**src/rtl/iter_div_unit_if.sv**
```systemverilog
// rtl/iter_div_unit_if.sv - request/response bundle for the iterative RV32M divider
interface iter_div_unit_if #(
    parameter int WIDTH = 32
);
    logic             start;
    logic [1:0]       op;
    logic [WIDTH-1:0] a;
    logic [WIDTH-1:0] b;
    logic             busy;
    logic             done;
    logic [WIDTH-1:0] result;
    logic             div_by_zero;

    modport master (
        output start, op, a, b,
        input  busy, done, result, div_by_zero
    );

    modport slave (
        input  start, op, a, b,
        output busy, done, result, div_by_zero
    );
endinterface

```
**src/rtl/iter_div_unit.sv**
```systemverilog
// rtl/iter_div_unit.sv - iterative restoring divider for DIV/DIVU/REM/REMU (32 CALC + FIXUP + DONE)
// Optional DIV_EARLY_OUT_EN: b==0 and signed overflow skip CALC and go straight to FIXUP.
module iter_div_unit #(
    parameter int WIDTH = 32
) (
    input  logic           clk,
    input  logic           reset,
    iter_div_unit_if.slave bus
);
    localparam int               CW      = $clog2(WIDTH);
    localparam logic [CW-1:0]    LAST    = CW'(WIDTH - 1);
    localparam logic [WIDTH-1:0] MIN_NEG = {1'b1, {(WIDTH-1){1'b0}}};

    typedef enum logic [1:0] {
        IDLE,
        CALC,
        FIXUP,
        DONE
    } state_t;

    state_t state;
    state_t state_nxt;

    logic [WIDTH-1:0] q;
    logic [WIDTH-1:0] r;
    logic [WIDTH-1:0] d;
    logic [WIDTH-1:0] a_orig;
    logic [WIDTH-1:0] result;
    logic [CW-1:0]    cnt;
    logic             op_rem;
    logic             neg_q;
    logic             neg_r;
    logic             b_zero;
    logic             ovf;
    logic             dbz;

    logic busy;
    logic accept;
    logic early;

    assign busy   = (state == CALC) || (state == FIXUP);
    assign accept = bus.start && !busy;

    // Operand conditioning at accept: signed ops take magnitudes, unsigned pass through.
    logic             sign_a_in;
    logic             sign_b_in;
    logic [WIDTH-1:0] abs_a;
    logic [WIDTH-1:0] abs_b;
    logic             b_zero_in;
    logic             ovf_in;

    assign sign_a_in = !bus.op[0] && bus.a[WIDTH-1];
    assign sign_b_in = !bus.op[0] && bus.b[WIDTH-1];
    assign abs_a     = sign_a_in ? (~bus.a + 1'b1) : bus.a;
    assign abs_b     = sign_b_in ? (~bus.b + 1'b1) : bus.b;
    assign b_zero_in = (bus.b == '0);
    assign ovf_in    = !bus.op[0] && (bus.a == MIN_NEG) && (bus.b == '1);

`ifdef DIV_EARLY_OUT_EN
    assign early = b_zero_in || ovf_in;
`else
    assign early = 1'b0;
`endif

    // One restoring step: subtract-mode add (S + ~D + 1), Cout set means S >= D.
    logic             msb;
    logic [WIDTH-1:0] s;
    logic [WIDTH:0]   sub_full;
    logic [WIDTH-1:0] diff;
    logic             cout;
    logic             take;

    assign msb      = r[WIDTH-1];
    assign s        = {r[WIDTH-2:0], q[WIDTH-1]};
    assign sub_full = {1'b0, s} + {1'b0, ~d} + {{WIDTH{1'b0}}, 1'b1};
    assign diff     = sub_full[WIDTH-1:0];
    assign cout     = sub_full[WIDTH];
    assign take     = msb || cout;

    logic [WIDTH-1:0] q_fin;
    logic [WIDTH-1:0] r_fin;
    logic [WIDTH-1:0] res_fin;

    always_comb begin
        q_fin = neg_q ? (~q + 1'b1) : q;
        r_fin = neg_r ? (~r + 1'b1) : r;
        if (b_zero) begin
            q_fin = '1;
            r_fin = a_orig;
        end else if (ovf) begin
            q_fin = MIN_NEG;
            r_fin = '0;
        end
        res_fin = op_rem ? r_fin : q_fin;
    end

    always_ff @(posedge clk or posedge reset) begin
        if (reset) begin
            state <= IDLE;
        end else begin
            state <= state_nxt;
        end
    end

    always_comb begin
        state_nxt = state;
        unique case (state)
            IDLE, DONE: begin
                if (accept) begin
                    state_nxt = early ? FIXUP : CALC;
                end else begin
                    state_nxt = IDLE;
                end
            end
            CALC: begin
                if (cnt == LAST) begin
                    state_nxt = FIXUP;
                end
            end
            FIXUP:   state_nxt = DONE;
            default: state_nxt = IDLE;
        endcase
    end

    always_ff @(posedge clk or posedge reset) begin
        if (reset) begin
            q      <= '0;
            r      <= '0;
            d      <= '0;
            a_orig <= '0;
            cnt    <= '0;
            op_rem <= 1'b0;
            neg_q  <= 1'b0;
            neg_r  <= 1'b0;
            b_zero <= 1'b0;
            ovf    <= 1'b0;
            result <= '0;
            dbz    <= 1'b0;
        end else if (accept) begin
            q      <= abs_a;
            d      <= abs_b;
            r      <= '0;
            cnt    <= '0;
            a_orig <= bus.a;
            op_rem <= bus.op[1];
            neg_q  <= sign_a_in ^ sign_b_in;
            neg_r  <= sign_a_in;
            b_zero <= b_zero_in;
            ovf    <= ovf_in;
        end else if (state == CALC) begin
            r   <= take ? diff : s;
            q   <= {q[WIDTH-2:0], take};
            cnt <= cnt + 1'b1;
        end else if (state == FIXUP) begin
            result <= res_fin;
            dbz    <= b_zero;
        end
    end

    assign bus.busy        = busy;
    assign bus.done        = (state == DONE);
    assign bus.result      = result;
    assign bus.div_by_zero = dbz;
endmodule

```
**src/flat_wrapper.sv**
```systemverilog
// flat-port wrapper written by rule: the top's interface ports become plain ports
module iter_div_unit_flat 
#(
    parameter int WIDTH = 32
)
  (clk, reset, bus_start, bus_op, bus_a, bus_b, bus_busy, bus_done, bus_result, bus_div_by_zero);
  iter_div_unit_if #(.WIDTH(WIDTH)) bus_i ();
  input  logic clk;
  input  logic reset;
  input wire logic [$bits(bus_i.start)-1:0] bus_start;
  input wire logic [$bits(bus_i.op)-1:0] bus_op;
  input wire logic [$bits(bus_i.a)-1:0] bus_a;
  input wire logic [$bits(bus_i.b)-1:0] bus_b;
  output wire logic [$bits(bus_i.busy)-1:0] bus_busy;
  output wire logic [$bits(bus_i.done)-1:0] bus_done;
  output wire logic [$bits(bus_i.result)-1:0] bus_result;
  output wire logic [$bits(bus_i.div_by_zero)-1:0] bus_div_by_zero;
  assign bus_i.start = bus_start;
  assign bus_i.op = bus_op;
  assign bus_i.a = bus_a;
  assign bus_i.b = bus_b;
  assign bus_busy = bus_i.busy;
  assign bus_done = bus_i.done;
  assign bus_result = bus_i.result;
  assign bus_div_by_zero = bus_i.div_by_zero;
  iter_div_unit #(.WIDTH(WIDTH)) u_core (.clk(clk), .reset(reset), .bus(bus_i));
endmodule
```
**config.mk**
```make
export PLATFORM = sky130hd
export DESIGN_NAME = iter_div_unit_flat
export DESIGN_NICKNAME = d
export VERILOG_FILES = /design/src/rtl/iter_div_unit_if.sv /design/src/rtl/iter_div_unit.sv /design/src/flat_wrapper.sv
export SDC_FILE = /design/constraint.sdc
export NUM_CORES = 1
export LEC_CHECK = 0
export ABC_CLOCK_PERIOD_IN_PS = 6900
export CAP_MARGIN = 25
export CORE_MARGIN = 2
export CORE_UTILIZATION = 59
export DETAILED_ROUTE_END_ITERATION = 8
export GPL_ROUTABILITY_DRIVEN = 0
export PLACE_DENSITY = 0.89
export SLEW_MARGIN = 40
export SYNTH_ARGS = -nofsm -noshare
export SYNTH_HDL_FRONTEND = slang
export SYNTH_SLANG_ARGS = --single-unit
```
**constraint.sdc**
```tcl
create_clock -name clk -period 6.9 [get_ports clk]
set_input_delay 1.035 -clock clk [delete_from_list [all_inputs] [get_ports clk]]
set_output_delay 1.035 -clock clk [all_outputs]
set_load 0.05 [all_outputs]
```
==> results.sh, run 1 <==
export IMPL_status="finished clean"
export IMPL_path_class="flip-flop to flip-flop"
export IMPL_setup_tns_ns=0
export IMPL_grt_pass1_vias=11080
export IMPL_antenna_found_initial=0
export IMPL_cts_tree="yes"
export IMPL_wl_per_cell_um=19.5
export IMPL_io_buffers=103
export IMPL_clk_path_buf_depth=2
export IMPL_die_w_um=148
export IMPL_ys_seq_area_share_pct=35.4
export IMPL_fmax_mhz=254
export IMPL_fin_skew_ns=0.0113
export IMPL_synth_top_cell_by_area="dfrtp_1"
export IMPL_worstSkewPairLatency_ns=0.44
export IMPL_rsz0062_at_grt="no"
export IMPL_cts_buffers=17
export IMPL_min_path_type="flip-flop to flip-flop"
export IMPL_synth_area_um2=12200
export IMPL_post_cts_setup_buffer_count=0
export IMPL_cts_hold_buffers=0
export IMPL_synth_cells=1480
export IMPL_cts_sinks=173
export IMPL_dp_hpwl_um=24800
export IMPL_worst_slack_ns=2.96
export IMPL_initial_core_util_pct=60.2
export IMPL_synth_top_cell_area_share_pct=35.4
export IMPL_ir_drop_uv=233
export IMPL_diodes=0
export IMPL_routed_wl_um=35300
export IMPL_cts_clk_slew_worst_paths_ns=0.07
export IMPL_grt_max_degree=113
export IMPL_root_buffer="clkbuf_16"
export IMPL_synth_ff_type="dfrtp_1"
export IMPL_cap_viol_max_count=0
export IMPL_drtIter0Drc=1375
export IMPL_tightest_slew_ns=0.810
export IMPL_syn_nets=1592
export IMPL_min_period_over_period_pct=57.1
export IMPL_die_area_um2=21900
export IMPL_vias=11696
export IMPL_hold_viol_final=0
export IMPL_mostFrequentLayoutCell="nand2_1"
export IMPL_first_pass_iters=6
export IMPL_cp_max_fo=32
export IMPL_cts_resized=0
export IMPL_drcViolationCount=0
export IMPL_critPathArrivalTime_ns=4.22
export IMPL_finalSetupViolCount=0
export IMPL_vias_per_cell=6.46
export IMPL_cts_max_level=4
export IMPL_end_kind="flip-flop"
export IMPL_async_reset_ff_share_pct=100
export IMPL_fin_crit_ns=3.94
export IMPL_ys_warn_count=0
export IMPL_grt_pass1_wl_um=56700
export IMPL_synth_edf_count=0
export IMPL_synth_distinct_cells=74
export IMPL_layout_common_cells="nand2_1 (201), dfrtp_1 (170), o21ai_0 (162)"
export IMPL_synth_area_leaders="dfrtp_1 (35%), o21ai_0 (6.6%), nand2_1 (6.2%)"
export IMPL_syn2layout_area_growth_pct=15.1
export IMPL_drive_above_1_share_pct=5.39
export IMPL_leakagePower_nw=5.89
export IMPL_core_um2=20300
export IMPL_row_count=52
export IMPL_cp_data_required_time_ns=7.18
export IMPL_ys_ff_latch=173
export IMPL_slew_headroom_pct=45.9
export IMPL_io_pins=104
export IMPL_grt_usage_pct=32.4
export IMPL_syn_area_per_cell_um2=8.25
export IMPL_nets=1640
export IMPL_power_density_nw_per_um2=566
export IMPL_report_final_slew_viol_count=0
export IMPL_grt_overflow=0
export IMPL_postRouteAntennaNets=0
export IMPL_die_y_um=148
export IMPL_fillers=1540
export IMPL_critPathLaunchType="flip-flop"
export IMPL_pre_cts_ws_ns=3.04
[layout make-up]
class                           count  area (um2)  area share, %
Clock buffer                       21         470           3.35
Tap cell                          270         338           2.40
Inverter                           72         275           1.96
Clock inverter                     10         160           1.14
Sequential cell                   173        4330           30.8
Timing Repair Buffer              111        1120           7.99
Multi-Input combinational cell   1153        7360           52.3
[sequential cells by signal, summed over array words and instances, names as in the netlist]
signal,flops
u_core.a_orig,32
u_core.bus.result,32
u_core.d,32
u_core.q,32
u_core.r,32
u_core.cnt,5
u_core.state,2
u_core.b_zero,1
u_core.bus.div_by_zero,1
u_core.neg_q,1
u_core.neg_r,1
u_core.op_rem,1
u_core.ovf,1
[Yosys cell counts, types with 5 or more instances]
cell type / count
a211oi_1: 8
a21o_1: 11
a21oi_1: 140
a31oi_1: 11
and3_1: 5
buf_1: 9
clkbuf_1: 69
dfrtp_1: 173
ha_1: 42
inv_1: 72
mux2_2: 7
mux2i_1: 61
nand2_1: 202
nand2b_1: 11
nand3_1: 22
nand4_1: 16
nor2_1: 95
nor2b_1: 10
nor3_1: 15
nor4_1: 6
o211ai_1: 11
o21a_1: 10
o21ai_0: 162
o21ai_1: 16
o221ai_1: 5
o22ai_1: 11
o31ai_1: 21
o41ai_1: 12
or3_1: 13
or4_1: 11
xnor2_1: 85
xor2_1: 60
[stage by stage]
step,area [um2],hold WS (ns),power (mW),instances,util (%)
after floorplan,12200,0.440,5.46,1480,-
after global placement,13400,0.457,6.52,1777,65.8
after detailed placement,13400,0.465,6.71,1779,66.1
after CTS,14100,0.482,7.82,1810,69.2
after global routing,14100,0.495,8.45,1810,69.3
final,14100,0.480,7.95,1810,69.3
[final timing paths]
| check | from | cells after the start | to | slack, ns |
|---|---|---|---|---|
| min in group asynchronous | reset | 2 | u_core.q[29] | 1.02 |
| max in group asynchronous | reset | 3 | u_core.op_rem | 4.82 |
| max reg2reg | u_core.q[31] | 13 | u_core.r[17] | 2.96 |
| min | u_core.a_orig[29] | 2 | u_core.a_orig[29] | 0.48 |
| max | u_core.q[31] | 13 | u_core.r[17] | 2.96 |
| min reg2reg | u_core.a_orig[29] | 2 | u_core.a_orig[29] | 0.48 |
[power by group]
part / switching [mW] / total, mW / internal (mW)
sequential: 0.601 / 2.10 / 1.50
clock: 0.411 / 1.04 / 0.634
combinational: 2.92 / 4.81 / 1.89
total: 3.93 / 7.95 / 4.02
[kinds of logic after synthesis]
group	after synthesis	share of synthesized area, %
AOI/OAI and AO/OA	456	22.2
adders and majority gates	43	4.47
and+or+nand+nor	440	17.0
muxes	69	5.77
DFF	173	35.4
xor gates and xnor gates	145	10.4
buffers and inverters	154	4.79
[worst max-delay path, cell delays in order, from the launching register on]
cell	delay (ns)
dfrtp_1	0.41
inv_1	0.08
ha_1	0.20
fa_1	0.41
nand2b_1	0.18
a21oi_1	0.23
o21ai_0	0.23
o21ai_1	0.31
a21oi_1	0.12
o31a_1	0.40
o21ai_4	0.32
buf_4	0.49
mux2i_1	0.27
a21oi_1	0.10
[routing by layer]
layer	part of all wire, %	track usage [%]	wire length [um]	up-vias
met5	0	0	0	-
li1	-	-	-	5324
met3	9.5	6.45	3370	181
met4	6.2	18.7	2200	0
met2	44	50.2	15600	732
met1	40	42.5	14100	5459
Note: power is estimated with default switching activity, not from simulation.
==> run 2: changes to the inputs <==
- ABC_CLOCK_PERIOD_IN_PS: 6900 -> 3250
- CORE_UTILIZATION: 59 -> 54
- PLACE_DENSITY: 0.89 -> 0.86
- clock period: 6.9 -> 3.25 ns (I/O delays scaled with it)
==> run 2 against run 1 <==
Fmax up 22%. Critical path depth rose by 2. Final cell count increased by 3.5%. First-iteration DRC count rose by 15%. Clock skew is 0.00088 ns higher. Die area rose by 9.0%. Final area increased by 4.1%. Core utilization shrank 4.0 points. Sequential share of layout area down 1.2 points. Setup slack worse by 2.9 ns. Total power is 130% higher. Critical path type unchanged. Highest routed layer unchanged.
==> results.sh, run 2 (synthesis gave the netlist of run 1 again) <==
export IMPL_die_w_um=154
export IMPL_worst_slack_ns=0.0138
export IMPL_cts_buffers=17
export IMPL_fin_skew_ns=0.0121
export IMPL_rr_endpoint="u_core.r[1]"
export IMPL_grt_overflow=0
export IMPL_fin_crit_ns=3.24
export IMPL_reg2reg_slack_ns=0.01
export IMPL_drtIter0Drc=1585
export IMPL_slew_headroom_pct=51.3
export IMPL_grt_usage_pct=30.4
export IMPL_critPathArrivalTime_ns=3.59
export IMPL_grt_max_degree=131
export IMPL_first_pass_iters=7
export IMPL_leakagePower_nw=6.21
export IMPL_nets=1689
export IMPL_row_count=55
export IMPL_grt_pass1_wl_um=58100
export IMPL_cp_common_cell="o21ai_1"
export IMPL_vias_per_cell=6.34
export IMPL_tightest_slew_ns=0.731
export IMPL_hold_viol_final=0
export IMPL_rr_worst_depth=15
export IMPL_layout_common_cells="nand2_1 (201), dfrtp_1 (171), o21ai_0 (161)"
export IMPL_timing_rr_start="u_core.q[31]"
export IMPL_max_stage_delay_ns=0.41
export IMPL_cts_hold_buffers=0
export IMPL_postRouteAntennaNets=0
export IMPL_critPathSlowestCell="dfrtp_1"
export IMPL_clk_path_buf_depth=2
export IMPL_fin_area_um2=14600
export IMPL_fmax_mhz=309
export IMPL_fillers=1723
export IMPL_whs_path_depth=2
export IMPL_vias=11890
export IMPL_path_cells="inv_1, ha_1, fa_2, nand2b_4, a21oi_4, o21ai_1, o21ai_1, a21oi_1, o31a_1, o21ai_4, buf_12, buf_4, clkbuf_16, nand4b_1, o211ai_1"
export IMPL_power_frac_seq_pct=24.0
export IMPL_antenna_found_initial=0
export IMPL_cts_max_level=4
export IMPL_wl_per_cell_um=19.7
export IMPL_initial_core_util_pct=54.5
export IMPL_min_to="u_core.d[10]"
export IMPL_setup_tns_ns=0
export IMPL_routed_wl_um=36900
export IMPL_p_switching_mw=8.70
export IMPL_die_y_um=154
export IMPL_root_buffer="clkbuf_16"
export IMPL_end_kind="flip-flop"
export IMPL_mostFrequentLayoutCell="nand2_1"
export IMPL_core_um2=22400
export IMPL_pre_cts_ws_ns=0.0353
export IMPL_worstSkewPairLatency_ns=0.44
export IMPL_clockPowerShare_pct=13.2
export IMPL_finalSetupViolCount=0
export IMPL_die_area_um2=23800
export IMPL_grt_pass1_vias=11132
export IMPL_report_final_slew_viol_count=0
export IMPL_cap_viol_max_count=0
export IMPL_drive_above_1_share_pct=8.75
export IMPL_critPathLaunchType="flip-flop"
export IMPL_cp_max_fo=11
export IMPL_power_density_nw_per_um2=1230
export IMPL_io_pins=104
export IMPL_power_share_combinational_pct=62.8
export IMPL_ir_drop_uv=579
export IMPL_min_period_over_period_pct=99.6
export IMPL_cts_clk_slew_worst_paths_ns=0.07
export IMPL_intPower_mw=9.28
export IMPL_cts_tree="yes"
export IMPL_io_buffers=103
export IMPL_syn2layout_area_growth_pct=19.7
export IMPL_drcViolationCount=0
export IMPL_dpl_cell_area_um2=13800
export IMPL_hp_start="u_core.d[10]"
export IMPL_status="finished clean"
export IMPL_diodes=0
export IMPL_min_path_type="flip-flop to flip-flop"
export IMPL_p_sw_share_pct=48.4
export IMPL_cts_sinks=173
export IMPL_path_class="flip-flop to flip-flop"
export IMPL_dp_hpwl_um=25900
export IMPL_cp_data_required_time_ns=3.60
-- run 2: changes by cell type in the layout (fill, tap and decap cells not counted), moves of 3 or more --
cell	change
buf_4	+43
clkbuf_16	+3
inv_6	-3
buf_12	+5
a21oi_1	-3
ha_2	+3
-- run 2: cell type report --
class                   count  area (um2)  share of cell area [%]
inverters                  72         274                    1.87
multi-input cells        1153        7390                    50.5
well taps                 285         357                    2.44
clock inverters            11         213                    1.45
flip-flops and latches    173        4330                    29.6
clock buffers              20         467                    3.19
repair buffers            160        1600                    10.9
-- run 2: layer usage --
metal | share of wire (%) | wire [um] | GRT usage (%) | vias to the layer above
li1 | - | - | - | 5429
met1 | 40 | 14600 | 40.0 | 5610
met2 | 46 | 16900 | 48.0 | 718
met3 | 9.6 | 3530 | 5.63 | 133
met4 | 5.1 | 1890 | 16.0 | 0
met5 | 0 | 0 | 0 | -
-- run 2: critical path, delay by kind of cell, from the launching register on --
| kind | cells | cell delay (ns) |
|---|---|---|
| compound gates | 7 | 1.32 |
| fa+ha+maj | 2 | 0.56 |
| buf+inv | 4 | 0.51 |
| flops | 1 | 0.41 |
| simple gates | 2 | 0.33 |
-- run 2: power by group through the flow --
stage          Clock, mW  Sequential (mW)  Combinational, mW
2_1_floorplan          0             4.58               7.02
3_3_place_gp           0             4.21               10.0
3_5_place_dp           0             4.28               10.4
4_1_cts             2.38             4.25               10.5
5_1_grt             2.47             4.41               12.2
6_report            2.37             4.31               11.3
-- run 2: repair_timing --
item,4_1_cts,5_1_grt
gates cloned,0,3
setup buffers,0,6
setup endpoints to repair,3,33
resized for setup,1,15
endpoints found under the hold margin,0,0
pin swaps,0,5
-- run 2: stage by stage --
stage	power, mW	util [%]	instances	hold WS, ns
after floorplan	11.6	-	1480	0.440
after global placement	14.3	61.4	1834	0.457
after detailed placement	14.6	61.4	1834	0.461
after CTS	17.1	64.4	1865	0.480
after global routing	19.1	65.2	1874	0.491
final	18.0	65.2	1874	0.480
-- run 2: how the worst max path moves through the flow --
stage	cells after the start	start	slack, ns	endpoint
6_report	15	u_core.q[31]	0.01	u_core.r[1]
2_1_floorplan	13	u_core.q[31]	0.35	u_core.r[10]
3_5_place_dp	13	u_core.q[31]	0.04	u_core.r[13]
3_3_place_gp	13	u_core.q[31]	0.13	u_core.r[3]
5_1_grt	15	u_core.q[31]	-0.11	u_core.r[1]
4_1_cts	13	u_core.q[31]	0.06	u_core.r[13]
==> run 3: changes to the inputs <==
- CORE_UTILIZATION: 54 -> 51
- PLACE_DENSITY: 0.86 -> 0.82
==> run 3 against run 2 <==
Global-route usage fell by 2.4 points. Count of clock-buffer cells in the layout fell by 2. Register-to-register slack improved by 0.08 ns. Sequential share of layout area rose by 0.15 points. Fmax rose by 2.5%. Critical path type unchanged. Critical endpoint is now u_core.r[29]. Largest power group unchanged.
==> results.sh, run 3 (synthesis gave the netlist of run 1 again) <==
export IMPL_ir_drop_uv=574
export IMPL_core_um2=23500
export IMPL_root_buffer="clkbuf_16"
export IMPL_use_met2_pct=45.0
export IMPL_grt_usage_pct=28.0
export IMPL_worstSkewPairLatency_ns=0.45
export IMPL_pre_cts_ws_ns=-0.00129
export IMPL_fin_crit_ns=3.16
export IMPL_io_pins=104
export IMPL_dp_hpwl_um=26100
export IMPL_leakagePower_nw=6.15
export IMPL_hold_viol_final=0
export IMPL_cts_sinks=173
export IMPL_io_buffers=103
export IMPL_clk_path_buf_depth=2
export IMPL_row_count=56
export IMPL_cts_clk_slew_worst_paths_ns=0.07
export IMPL_cp_max_fo=11
export IMPL_min_period_over_period_pct=97.2
export IMPL_drive_above_1_share_pct=8.73
export IMPL_grt_pass1_vias=10969
export IMPL_end_kind="flip-flop"
export IMPL_tightest_slew_ns=0.741
export IMPL_die_y_um=159
export IMPL_critPathArrivalTime_ns=3.46
export IMPL_slew_headroom_pct=50.6
export IMPL_worst_slack_ns=0.0912
export IMPL_fin_util_pct=62.0
export IMPL_grt_max_degree=108
export IMPL_die_w_um=159
export IMPL_grt_use_met1_pct=36.8
export IMPL_fillers=1946
export IMPL_critPathLaunchType="flip-flop"
export IMPL_vias_per_cell=6.11
export IMPL_first_pass_iters=6
export IMPL_top_usage_layer="met2"
export IMPL_mostFrequentLayoutCell="nand2_1"
export IMPL_fin_hold_ws_ns=0.479
export IMPL_min_path_type="flip-flop to flip-flop"
export IMPL_path_class="flip-flop to flip-flop"
export IMPL_grt_overflow=0
export IMPL_cts_tree="yes"
export IMPL_syn2layout_area_growth_pct=19.1
export IMPL_routed_wl_um=35800
export IMPL_cts_max_level=4
export IMPL_die_area_um2=25200
export IMPL_grt_use_met3_pct=5.07
export IMPL_power_density_nw_per_um2=1190
export IMPL_finalSetupViolCount=0
export IMPL_cts_hold_buffers=0
export IMPL_drcViolationCount=0
export IMPL_status="finished clean"
export IMPL_layout_common_cells="nand2_1 (201), dfrtp_1 (171), o21ai_0 (161)"
export IMPL_antenna_found_initial=0
export IMPL_drtIter0Drc=1236
export IMPL_nets=1692
export IMPL_cap_viol_max_count=0
export IMPL_diodes=0
export IMPL_report_final_slew_viol_count=0
export IMPL_cts_buffers=17
export IMPL_cp_data_required_time_ns=3.55
export IMPL_grt_pass1_wl_um=57400
export IMPL_fin_skew_ns=0.0202
export IMPL_power_mw=17.4
export IMPL_postRouteAntennaNets=0
export IMPL_fmax_mhz=317
export IMPL_vias=11678
export IMPL_wl_per_cell_um=18.7
export IMPL_initial_core_util_pct=52.0
run 3: final timing paths:
check | end | from | cells past startpoint | slack (ns)
min in group asynchronous | u_core.neg_q | reset | 3 | 0.53
hold / removal | u_core.d[9] | u_core.d[9] | 2 | 0.48
hold reg to reg | u_core.d[9] | u_core.d[9] | 2 | 0.48
max in group asynchronous | u_core.a_orig[26] | reset | 3 | 2.15
setup reg to reg | u_core.r[29] | u_core.q[31] | 14 | 0.09
setup / recovery | u_core.r[29] | u_core.q[31] | 14 | 0.09
run 3: repair_timing:
action                                 4_1_cts  5_1_grt
pin swaps                                    1        4
buffers inserted                             0        2
setup endpoints to repair                    1       33
gates cloned                                 0        2
endpoints found under the hold margin        0        0
resized for setup                            1       11
run 3: cell type report:
class                      instances  area (um2)  area share [%]
clock buffer                      18         439            3.02
sequential                       173        4330            29.8
tap                              319         399            2.74
inverter                          72         274            1.88
clock inverter                    14         134           0.920
timing repair buffer             163        1600            11.0
multi-input combinational       1153        7380            50.7
run 3: metrics by stage:
stage	std cells	area, um2	TNS, ns
after floorplan	1480	12200	0
after global placement	1876	13900	0
after detailed placement	1876	13900	-0.00129
after CTS	1908	14400	0
after global routing	1912	14600	-0.0102
final	1912	14600	0
run 3: routing by layer:
metal | vias to the layer above | routed length [um]
li1 | 5433 | -
met4 | 0 | 1370
met3 | 85 | 3100
met1 | 5515 | 14700
met5 | - | 0
met2 | 645 | 16700
run 3: power by group:
| part | total [mW] | leakage (nW) | switching [mW] | internal, mW |
|---|---|---|---|---|
| logic | 11.1 | 3.73 | 6.57 | 4.48 |
| clock network | 2.03 | 0.277 | 0.942 | 1.09 |
| registers | 4.28 | 2.14 | 1.11 | 3.17 |
run 3: worst max-delay path: stages, from the launching register on:
cell and delay (ns):
dfrtp_1 0.41, inv_1 0.08, ha_1 0.21, fa_1 0.41, nand2b_4 0.17, a21oi_4 0.16, o21ai_2 0.10, o21ai_2 0.21
a21oi_1 0.09, o31a_1 0.35, o21ai_4 0.18, buf_12 0.14, buf_8 0.15, mux2i_2 0.24, a21oi_1 0.11
